===== src/rtl/butterfly_radix2_if.sv =====
// Operand/twiddle inputs and result outputs of the radix-2 butterfly.
// The master side drives operands; the slave side is the butterfly itself.
interface butterfly_radix2_if #(
  parameter int unsigned WIDTH = 16
);

  logic                    enable;
  logic signed [WIDTH-1:0] x0_real;
  logic signed [WIDTH-1:0] x0_imag;
  logic signed [WIDTH-1:0] x1_real;
  logic signed [WIDTH-1:0] x1_imag;
  logic signed [WIDTH-1:0] tw_real;
  logic signed [WIDTH-1:0] tw_imag;
  logic signed [WIDTH-1:0] y0_real;
  logic signed [WIDTH-1:0] y0_imag;
  logic signed [WIDTH-1:0] y1_real;
  logic signed [WIDTH-1:0] y1_imag;
  logic                    valid;

  modport master (
    output enable, x0_real, x0_imag, x1_real, x1_imag, tw_real, tw_imag,
    input  y0_real, y0_imag, y1_real, y1_imag, valid
  );

  modport slave (
    input  enable, x0_real, x0_imag, x1_real, x1_imag, tw_real, tw_imag,
    output y0_real, y0_imag, y1_real, y1_imag, valid
  );

endinterface


===== src/rtl/butterfly_radix2.sv =====
// Two-stage pipelined radix-2 DIF butterfly: y0 = x0 + x1, y1 = (x0 - x1) * W.
// Q1.(WIDTH-1) complex arithmetic with silent saturation and half-up rounding.
module butterfly_radix2 #(
  parameter int unsigned WIDTH = 16
) (
  input logic               clk,
  input logic               rst,
  butterfly_radix2_if.slave bus
);

  localparam int unsigned DW = WIDTH + 1;
  localparam int unsigned PW = 2 * WIDTH + 2;
  localparam int unsigned SH = WIDTH - 1;

  localparam logic signed [PW-1:0] SAT_MAX = PW'({1'b0, {(WIDTH - 1){1'b1}}});
  localparam logic signed [PW-1:0] SAT_MIN = ~SAT_MAX;
  localparam logic signed [PW-1:0] RND     = PW'(1) << (WIDTH - 2);

  // Clamp a wide signed value into the WIDTH-bit output range.
  function automatic logic signed [WIDTH-1:0] sat(input logic signed [PW-1:0] v);
    logic signed [WIDTH-1:0] r;
    r = v[WIDTH-1:0];
    if (v > SAT_MAX) begin
      r = {1'b0, {(WIDTH - 1){1'b1}}};
    end else if (v < SAT_MIN) begin
      r = {1'b1, {(WIDTH - 1){1'b0}}};
    end
    return r;
  endfunction

  logic signed [DW-1:0] sum_real;
  logic signed [DW-1:0] sum_imag;
  logic signed [DW-1:0] diff_real;
  logic signed [DW-1:0] diff_imag;

  // Pre-stage: one guard bit so neither the sum nor the difference can wrap.
  always_comb begin
    sum_real  = DW'(bus.x0_real) + DW'(bus.x1_real);
    sum_imag  = DW'(bus.x0_imag) + DW'(bus.x1_imag);
    diff_real = DW'(bus.x0_real) - DW'(bus.x1_real);
    diff_imag = DW'(bus.x0_imag) - DW'(bus.x1_imag);
  end

  logic                    v1;
  logic signed [WIDTH-1:0] s1_sum_real;
  logic signed [WIDTH-1:0] s1_sum_imag;
  logic signed [DW-1:0]    s1_diff_real;
  logic signed [DW-1:0]    s1_diff_imag;
  logic signed [WIDTH-1:0] s1_tw_real;
  logic signed [WIDTH-1:0] s1_tw_imag;

  // Stage 1: the sum is saturated here, the difference keeps its guard bit.
  always_ff @(posedge clk or posedge rst) begin
    if (rst) begin
      v1           <= 1'b0;
      s1_sum_real  <= '0;
      s1_sum_imag  <= '0;
      s1_diff_real <= '0;
      s1_diff_imag <= '0;
      s1_tw_real   <= '0;
      s1_tw_imag   <= '0;
    end else begin
      v1 <= bus.enable;
      if (bus.enable) begin
        s1_sum_real  <= sat(PW'(sum_real));
        s1_sum_imag  <= sat(PW'(sum_imag));
        s1_diff_real <= diff_real;
        s1_diff_imag <= diff_imag;
        s1_tw_real   <= bus.tw_real;
        s1_tw_imag   <= bus.tw_imag;
      end
    end
  end

  logic signed [PW-1:0] dr;
  logic signed [PW-1:0] di;
  logic signed [PW-1:0] wr;
  logic signed [PW-1:0] wi;
  logic signed [PW-1:0] pr_full;
  logic signed [PW-1:0] pi_full;
  logic signed [PW-1:0] pr_rnd;
  logic signed [PW-1:0] pi_rnd;

  // Full-precision complex multiply, then round half-up back to Q1.(WIDTH-1).
  always_comb begin
    dr      = PW'(s1_diff_real);
    di      = PW'(s1_diff_imag);
    wr      = PW'(s1_tw_real);
    wi      = PW'(s1_tw_imag);
    pr_full = (dr * wr) - (di * wi);
    pi_full = (dr * wi) + (di * wr);
    pr_rnd  = (pr_full + RND) >>> SH;
    pi_rnd  = (pi_full + RND) >>> SH;
  end

  logic                    valid_q;
  logic signed [WIDTH-1:0] y0_real_q;
  logic signed [WIDTH-1:0] y0_imag_q;
  logic signed [WIDTH-1:0] y1_real_q;
  logic signed [WIDTH-1:0] y1_imag_q;

  // Stage 2: results hold between valid pulses.
  always_ff @(posedge clk or posedge rst) begin
    if (rst) begin
      valid_q   <= 1'b0;
      y0_real_q <= '0;
      y0_imag_q <= '0;
      y1_real_q <= '0;
      y1_imag_q <= '0;
    end else begin
      valid_q <= v1;
      if (v1) begin
        y0_real_q <= s1_sum_real;
        y0_imag_q <= s1_sum_imag;
        y1_real_q <= sat(pr_rnd);
        y1_imag_q <= sat(pi_rnd);
      end
    end
  end

  assign bus.valid   = valid_q;
  assign bus.y0_real = y0_real_q;
  assign bus.y0_imag = y0_imag_q;
  assign bus.y1_real = y1_real_q;
  assign bus.y1_imag = y1_imag_q;

endmodule


===== src/flat_wrapper.sv =====
// flat-port wrapper written by rule: the top's interface ports become plain ports
module butterfly_radix2_flat 
#(
  parameter int unsigned WIDTH = 16
)
  (clk, rst, bus_enable, bus_x0_real, bus_x0_imag, bus_x1_real, bus_x1_imag, bus_tw_real, bus_tw_imag, bus_y0_real, bus_y0_imag, bus_y1_real, bus_y1_imag, bus_valid);
  butterfly_radix2_if #(.WIDTH(WIDTH)) bus_i ();
  input logic clk;
  input logic rst;
  input wire logic [$bits(bus_i.enable)-1:0] bus_enable;
  input wire logic [$bits(bus_i.x0_real)-1:0] bus_x0_real;
  input wire logic [$bits(bus_i.x0_imag)-1:0] bus_x0_imag;
  input wire logic [$bits(bus_i.x1_real)-1:0] bus_x1_real;
  input wire logic [$bits(bus_i.x1_imag)-1:0] bus_x1_imag;
  input wire logic [$bits(bus_i.tw_real)-1:0] bus_tw_real;
  input wire logic [$bits(bus_i.tw_imag)-1:0] bus_tw_imag;
  output wire logic [$bits(bus_i.y0_real)-1:0] bus_y0_real;
  output wire logic [$bits(bus_i.y0_imag)-1:0] bus_y0_imag;
  output wire logic [$bits(bus_i.y1_real)-1:0] bus_y1_real;
  output wire logic [$bits(bus_i.y1_imag)-1:0] bus_y1_imag;
  output wire logic [$bits(bus_i.valid)-1:0] bus_valid;
  assign bus_i.enable = bus_enable;
  assign bus_i.x0_real = bus_x0_real;
  assign bus_i.x0_imag = bus_x0_imag;
  assign bus_i.x1_real = bus_x1_real;
  assign bus_i.x1_imag = bus_x1_imag;
  assign bus_i.tw_real = bus_tw_real;
  assign bus_i.tw_imag = bus_tw_imag;
  assign bus_y0_real = bus_i.y0_real;
  assign bus_y0_imag = bus_i.y0_imag;
  assign bus_y1_real = bus_i.y1_real;
  assign bus_y1_imag = bus_i.y1_imag;
  assign bus_valid = bus_i.valid;
  butterfly_radix2 #(.WIDTH(WIDTH)) u_core (.clk(clk), .rst(rst), .bus(bus_i));
endmodule

===== config.mk =====
export PLATFORM = sky130hd
export DESIGN_NAME = butterfly_radix2_flat
export DESIGN_NICKNAME = d
export VERILOG_FILES = /design/src/rtl/butterfly_radix2_if.sv /design/src/rtl/butterfly_radix2.sv /design/src/flat_wrapper.sv
export SDC_FILE = /design/constraint.sdc
export NUM_CORES = 2
export LEC_CHECK = 0
export CORE_ASPECT_RATIO = 1.4
export CORE_UTILIZATION = 45
export DETAILED_ROUTE_END_ITERATION = 7
export GPL_TIMING_DRIVEN = 0
export SLEW_MARGIN = 5
export SYNTH_ARGS = -nofsm -noshare
export SYNTH_HDL_FRONTEND = slang
export SYNTH_SLANG_ARGS = --single-unit
export TNS_END_PERCENT = 30

===== constraint.sdc =====
create_clock -name clk -period 25.7 [get_ports clk]
set_clock_uncertainty 0.05 [all_clocks]
set_input_delay 3.855 -clock clk [delete_from_list [all_inputs] [get_ports clk]]
set_output_delay 3.855 -clock clk [all_outputs]
set_load 0.03 [all_outputs]

# Word level (Yosys, flattened, before mapping)
# Index checks and enable logic that the tools add are counted.
[word_totals]
regBits = 164
inputBits = 99
output_inout_bits = 65
wordCells = 40
[op_classes]
addsub = 8
n_mul = 4
order_cmp = 8
mux = 8
[ops]
columns = ["cell", "n"]
rows = [
  ["17-bit by 16-bit multiplier with 33-bit output", 4],
  ["16-bit 2-to-1 mux", 8],
  ["34-bit by 16-bit adder with 34-bit output (second input constant)", 2],
  ["19-bit by 16-bit greater-than comparator with 1-bit output (second input constant)", 2],
  ["19-bit by 16-bit < comparator with 1-bit output (second input constant)", 2],
  ["16-bit by 16-bit adder with 17-bit output", 2],
  ["34-bit adder", 1],
  ["17-bit by 16-bit greater-than comparator with 1-bit output (second input constant)", 2],
  ["17-bit by 16-bit < comparator with 1-bit output (second input constant)", 2],
  ["16-bit by 16-bit subtractor with 17-bit output", 2],
  ["34-bit subtractor", 1],
]

# Logic depth before layout (Yosys ltp)
[depth]
word_depth = 6
ltp_mapped = 39
depth_no_buf = 36

# Least setup slack after synthesis
# Ideal clock, no wire load.
[synth_path]
kind = "reg2reg"
from = "register u_core.s1_tw_imag[1]"
to = "register u_core.y1_imag_q[2], in the netlist u_core.bus.y1_imag[2]"
setup_time_ns = 0.126
arrival_ns = 8.575
required_ns = 25.524
path_slack_ns = 16.948
stages_incl_launch_ff = 36
path_buffers = 4
period_less_slack_ns = 8.752
cell_sequence = "dfrtp_1 clkbuf_1 clkbuf_1 nand2_1 fa_1 fa_1 fa_1 inv_1 fa_1 fa_1 inv_1 fa_1 inv_1 ha_1 clkbuf_1 a21o_1 a2111oi_2 o21ai_1 a31oi_2 o21ai_1 or4_1 a31o_1 a21oi_2 xnor2_1 ha_1 ha_1 o21ai_1 nand2b_1 a22o_1 a211oi_2 nor2_2 a211o_1 and2_1 o211a_1 buf_2 a221o_1"
[synth_between]
elab_chain_cells = 6
word_cells_on_any_way = 7
classes_between = "2 x add/sub; 1 x mul; 2 x order compare; 2 x mux"
[synth_rtl]
columns = ["item", "line", "source"]
rows = [
  ["start: declaration", "butterfly_radix2.sv:50", "logic signed [WIDTH-1:0] s1_tw_imag;"],
  ["start signal: assignment", "butterfly_radix2.sv:70", "s1_tw_imag <= bus.tw_imag;"],
  ["17-bit by 16-bit multiplier with 33-bit output (*)", "butterfly_radix2.sv:91", "pi_full = (dr * wi) + (di * wr);"],
  ["34-bit adder (*)", "butterfly_radix2.sv:91", ""],
  ["34-bit by 16-bit adder with 34-bit output (*)", "butterfly_radix2.sv:93", "pi_rnd = (pi_full + RND) >>> SH;"],
  ["19-bit by 16-bit < comparator with 1-bit output", "butterfly_radix2.sv:25", "end else if (v < SAT_MIN) begin"],
  ["16-bit 2-to-1 mux", "butterfly_radix2.sv:25", ""],
  ["16-bit 2-to-1 mux (*)", "butterfly_radix2.sv:23", "if (v > SAT_MAX) begin"],
  ["end signal: assignment", "butterfly_radix2.sv:116", "y1_imag_q <= sat(pi_rnd);"],
  ["end: declaration", "butterfly_radix2.sv:100", "logic signed [WIDTH-1:0] y1_imag_q;"],
]
# Mark *: on every way between the ends. The rest lies on a longest branch, timed or not.
# A chain may end at the register's enable or synchronous reset.

# Worst setup path in the final report
[layout_path]
from = "register u_core.s1_tw_imag[2]"
to = "register u_core.y1_real_q[5], in the netlist u_core.bus.y1_real[5]"
[layout_between]
elab_chain_cells = 6
word_cells_on_any_way = 7
classes_between = "2 x add/sub; 1 x mul; 2 x order compare; 2 x mux"
[layout_rtl]
columns = ["item", "line", "source"]
rows = [
  ["17-bit by 16-bit multiplier with 33-bit output (*)", "butterfly_radix2.sv:90", "pr_full = (dr * wr) - (di * wi);"],
  ["34-bit subtractor (*)", "butterfly_radix2.sv:90", ""],
  ["34-bit by 16-bit adder with 34-bit output (*)", "butterfly_radix2.sv:92", "pr_rnd = (pr_full + RND) >>> SH;"],
  ["19-bit by 16-bit < comparator with 1-bit output", "butterfly_radix2.sv:25", ""],
  ["16-bit 2-to-1 mux", "butterfly_radix2.sv:25", ""],
  ["16-bit 2-to-1 mux (*)", "butterfly_radix2.sv:23", ""],
  ["end signal: assignment", "butterfly_radix2.sv:115", "y1_real_q <= sat(pr_rnd);"],
  ["end: declaration", "butterfly_radix2.sv:99", "logic signed [WIDTH-1:0] y1_real_q;"],
]
# Marks and branches as above.

==> metrics.csv <==
stage;metric;value;unit
timing;max_slew headroom;0.03413;
cts;post-CTS sizing;0;
timing;Slew Viols, Final;0;
critical_path;CP max FO;10;
synthesis;synthesized flop and latch total;164;
synthesis;Seq/Total Area, Yosys;0.07630;
critical_path;Worst R2R End;u_core.bus.y1_real[5]$_DFFE_PP0P_;
timing;max frequency;87.12;MHz
cts;CTS tree;yes;
synthesis;Ys Warns;0;
critical_path;kind of end point of the critical path;flop;
place;Final Wtd Congestion;1.010;
timing;crit path time final;11.48;ns
global_routing;initial antenna violation count;25;
cts;clk_lat worst skew;0.57;ns
place;I/O Buffers;163;
route;vias per inst;5.401;
critical_path;r2r setup slk;14.22;ns
critical_path;WP data required;26.07;ns
critical_path;startpoint types;flop;
status;outcome;finished clean;
floorplan;Initial Util;0.4550;
timing;Final Hold Fails;0;
route;# DRC;0;
synthesis;Distinct cells, synth;91;
place;Post-DP Area;57440;sq um
synthesis;Post-Synthesis Cell Area;53780;sq um
timing;fin worst setup slack;14.22;ns
finish;Non-Filler Instances;7719;
floorplan;area of the die;120900;sq um
route;Antenna Nets Post-Route;0;
global_routing;total grt overflow;0;
place;Inst Count DP;7678;
floorplan;total core area;118200;sq um
cts;Clk Tree Root Cell;clkbuf_16;
floorplan;Die W;294.2;um
timing;RSZ-0062 raised after global routing;false;
run;max cap viols;0;
synthesis;Synth Instances;5929;
finish;final non-filler cell area;58040;sq um
critical_path;most frequent CP cell;fa_1;
global_routing;vias in the first global route;43920;
hold_path;Min-Delay Startpoint;u_core.s1_sum_real[9]$_DFFE_PP0P_;
timing;Fin Setup TNS;0;ns
cts;Max Root-Sink Buffers;2;
timing;part of the cycle the worst path needs;0.4466;
cts;clk sinks;164;
route;DRT iter0 DRCs;3171;
finish;layout cells sized above 1;0.02612;
global_routing;Tot GR Track Use;0.3212;
route;wirelength, routed;186.5;mm
synthesis;Top FF cell, synth;dfrtp_1;
synthesis;Mean Syn Cell Area;9.071;sq um
place;pre-CTS setup slack;14.56;ns
cts;Post-CTS Setup Inserts;0;
synthesis;Post-synth EDFFs;0;
cts;total CTS buffers;17;
critical_path;critical path arrival;11.85;ns
synthesis;syn nets;7662;
synthesis;Post-synth ARST share;1.000;
hold_path;Hold Path Cell Cnt;1;
critical_path;slowest stage delay, CP;1.08;ns
cts;H-tree depth;4;
critical_path;slowest CP cell;clkbuf_1;
critical_path;crit path kind;reg -> reg;
global_routing;global-route wire length before repair;277.0;mm
finish;nets@finish;7845;
timing;endpoints failing setup;0;
route;Pre-antenna DRT Iters;5;
cts;clk slew on worst S/H paths;0.09;ns
route;wire per inst;24.16;um
timing;Worst-Margin Slew;1.449;ns
finish;area delta synth->final;7.921;%
hold_path;Endpoint, Worst Hold;u_core.s1_sum_real[9]$_DFFE_PP0P_;
global_routing;largest net degree at the start of global routing;87;
hold_path;Worst Hold Class;reg -> reg;
cts;Hold-fix buffers, CTS;0;
floorplan;Die H;411.1;um
floorplan;Placement Rows;149;
route;DR vias;41690;
floorplan;IO Count;164;
critical_path;Reg-to-Reg Start;u_core.s1_tw_imag[2]$_DFFE_PP0P_;
place;DP HPWL;155.0;mm
critical_path;R2R depth;32;
stage by stage:
stage	utilization	hold WS, ns
2_1_floorplan	-	0.3352
3_3_place_gp	0.4856	0.4128
3_5_place_dp	0.4859	0.4220
4_1_cts	0.4909	0.4393
5_1_grt	0.4909	0.4492
6_report	0.4911	0.4327
logic make-up after synthesis:
logic type                 Yosys count  share of synthesized area
DFF                                164                    0.07630
adders and majority gates         1639                     0.5357
and+or+nand+nor                   1545                     0.1411
xor gates and xnor gates           220                    0.03583
muxes                               82                    0.01710
AOI/OAI and AO/OA                  621                    0.07782
buffers and inverters             1658                     0.1161
metal layers:
metal / global-route usage / share of wire / vias up
met1: 0.3782 / 0.36 / 21250
met5: 0 / 0.00079 / -
met3: 0.05822 / 0.076 / 484
met4: 0.2624 / 0.097 / 22
met2: 0.5129 / 0.47 / 1633
li1: - / - / 18310
worst max-delay path, delay by kind of cell, from the launching register on:
family                     cells  cell delay (ns)
and+or+nand+nor                5             1.50
xor gates and xnor gates       1             0.34
buffers and inverters          6             2.46
DFF                            1             0.33
AOI/OAI and AO/OA             11             2.64
adders and majority gates      9             3.96
area by class of cell:
cell class              instances  area [sq um]
fillers                     11610         60150
multi-input cells            4107         43440
diodes                          9         22.52
plain buffers                 271          1039
clock buffers                  19         452.9
well taps                    1585          1983
flip-flops and latches        164          4104
repair buffers                164          1659
inverters                    1387          5214
clock inverters                13         133.9
cell usage after synthesis, drive strengths merged, types with 7 or more instances:
cell	instances	share of area
o31ai	22	0.0033
ha	526	0.12
clkbuf	257	0.018
a21o	69	0.0096
o211ai	10	0.0014
a31oi	16	0.0020
fa	1108	0.41
or2	11	0.0013
or3	22	0.0026
a211oi	23	0.0034
a2111oi	12	0.0021
and3	15	0.0017
nand2b	46	0.0054
o41ai	7	0.0015
o21ai	123	0.011
nor3	56	0.0052
xor2	53	0.0086
o2bb2ai	25	0.0042
o21bai	19	0.0027
nor2b	23	0.0027
o22ai	18	0.0021
nand2	622	0.043
mux2	79	0.017
buf	14	0.0013
inv	1384	0.097
xnor2	167	0.027
nor2	177	0.012
a211o	9	0.0015
nand3	37	0.0034
o21a	28	0.0039
and2	511	0.059
dfrtp	164	0.076
a221o	17	0.0032
a21oi	168	0.016
nand4	7	0.00081
worst max path at each step:
stage                                     start                                 to  cells after the start
2_1_floorplan  u_core.s1_tw_imag[1]$_DFFE_PP0P_  u_core.bus.y1_imag[2]$_DFFE_PP0P_                     35
3_3_place_gp                                rst   u_core.s1_tw_imag[6]$_DFFE_PP0P_                      2
3_5_place_dp   u_core.s1_tw_imag[2]$_DFFE_PP0P_  u_core.bus.y1_real[2]$_DFFE_PP0P_                     32
4_1_cts        u_core.s1_tw_imag[2]$_DFFE_PP0P_  u_core.bus.y1_real[8]$_DFFE_PP0P_                     32
5_1_grt        u_core.s1_tw_imag[2]$_DFFE_PP0P_  u_core.bus.y1_real[5]$_DFFE_PP0P_                     34
6_report       u_core.s1_tw_imag[2]$_DFFE_PP0P_  u_core.bus.y1_real[5]$_DFFE_PP0P_                     32
flip-flops by register name (all words and copies together), names as in the netlist:
| name | cells |
|---|---|
| u_core.s1_diff_imag | 17 |
| u_core.s1_diff_real | 17 |
| u_core.bus.y0_imag | 16 |
| u_core.bus.y0_real | 16 |
| u_core.bus.y1_imag | 16 |
| u_core.bus.y1_real | 16 |
| u_core.s1_sum_imag | 16 |
| u_core.s1_sum_real | 16 |
| u_core.s1_tw_imag | 16 |
| u_core.s1_tw_real | 16 |
| u_core.bus.valid | 1 |
| u_core.v1 | 1 |
placed cells by master, fill, tap and decap left out, drive strengths merged, types with 9 or more instances in the layout:
master,Yosys,final
xor2,53,53
mux2,79,79
o21ai,123,123
and3,15,15
and2,511,511
a31oi,16,16
diode,0,9
nor2b,23,23
or2,11,11
nand3,37,37
o22ai,18,18
fa,1108,1108
a211oi,23,23
a21oi,168,168
a2111oi,12,12
xnor2,167,167
or3,22,22
buf,14,15
a21o,69,69
a221o,17,17
nand2,622,622
inv,1384,1392
clkdlybuf4s50,0,163
nor3,56,56
o21bai,19,19
ha,526,526
clkbuf,257,276
o211ai,10,10
a211o,9,9
o21a,28,28
dfrtp,164,164
nor2,177,177
nand2b,46,46
o2bb2ai,25,25
o31ai,22,22
Power is left out: the tool's default activity adds up to more than one toggle a clock period on the data nets, which glitch-free logic cannot reach.
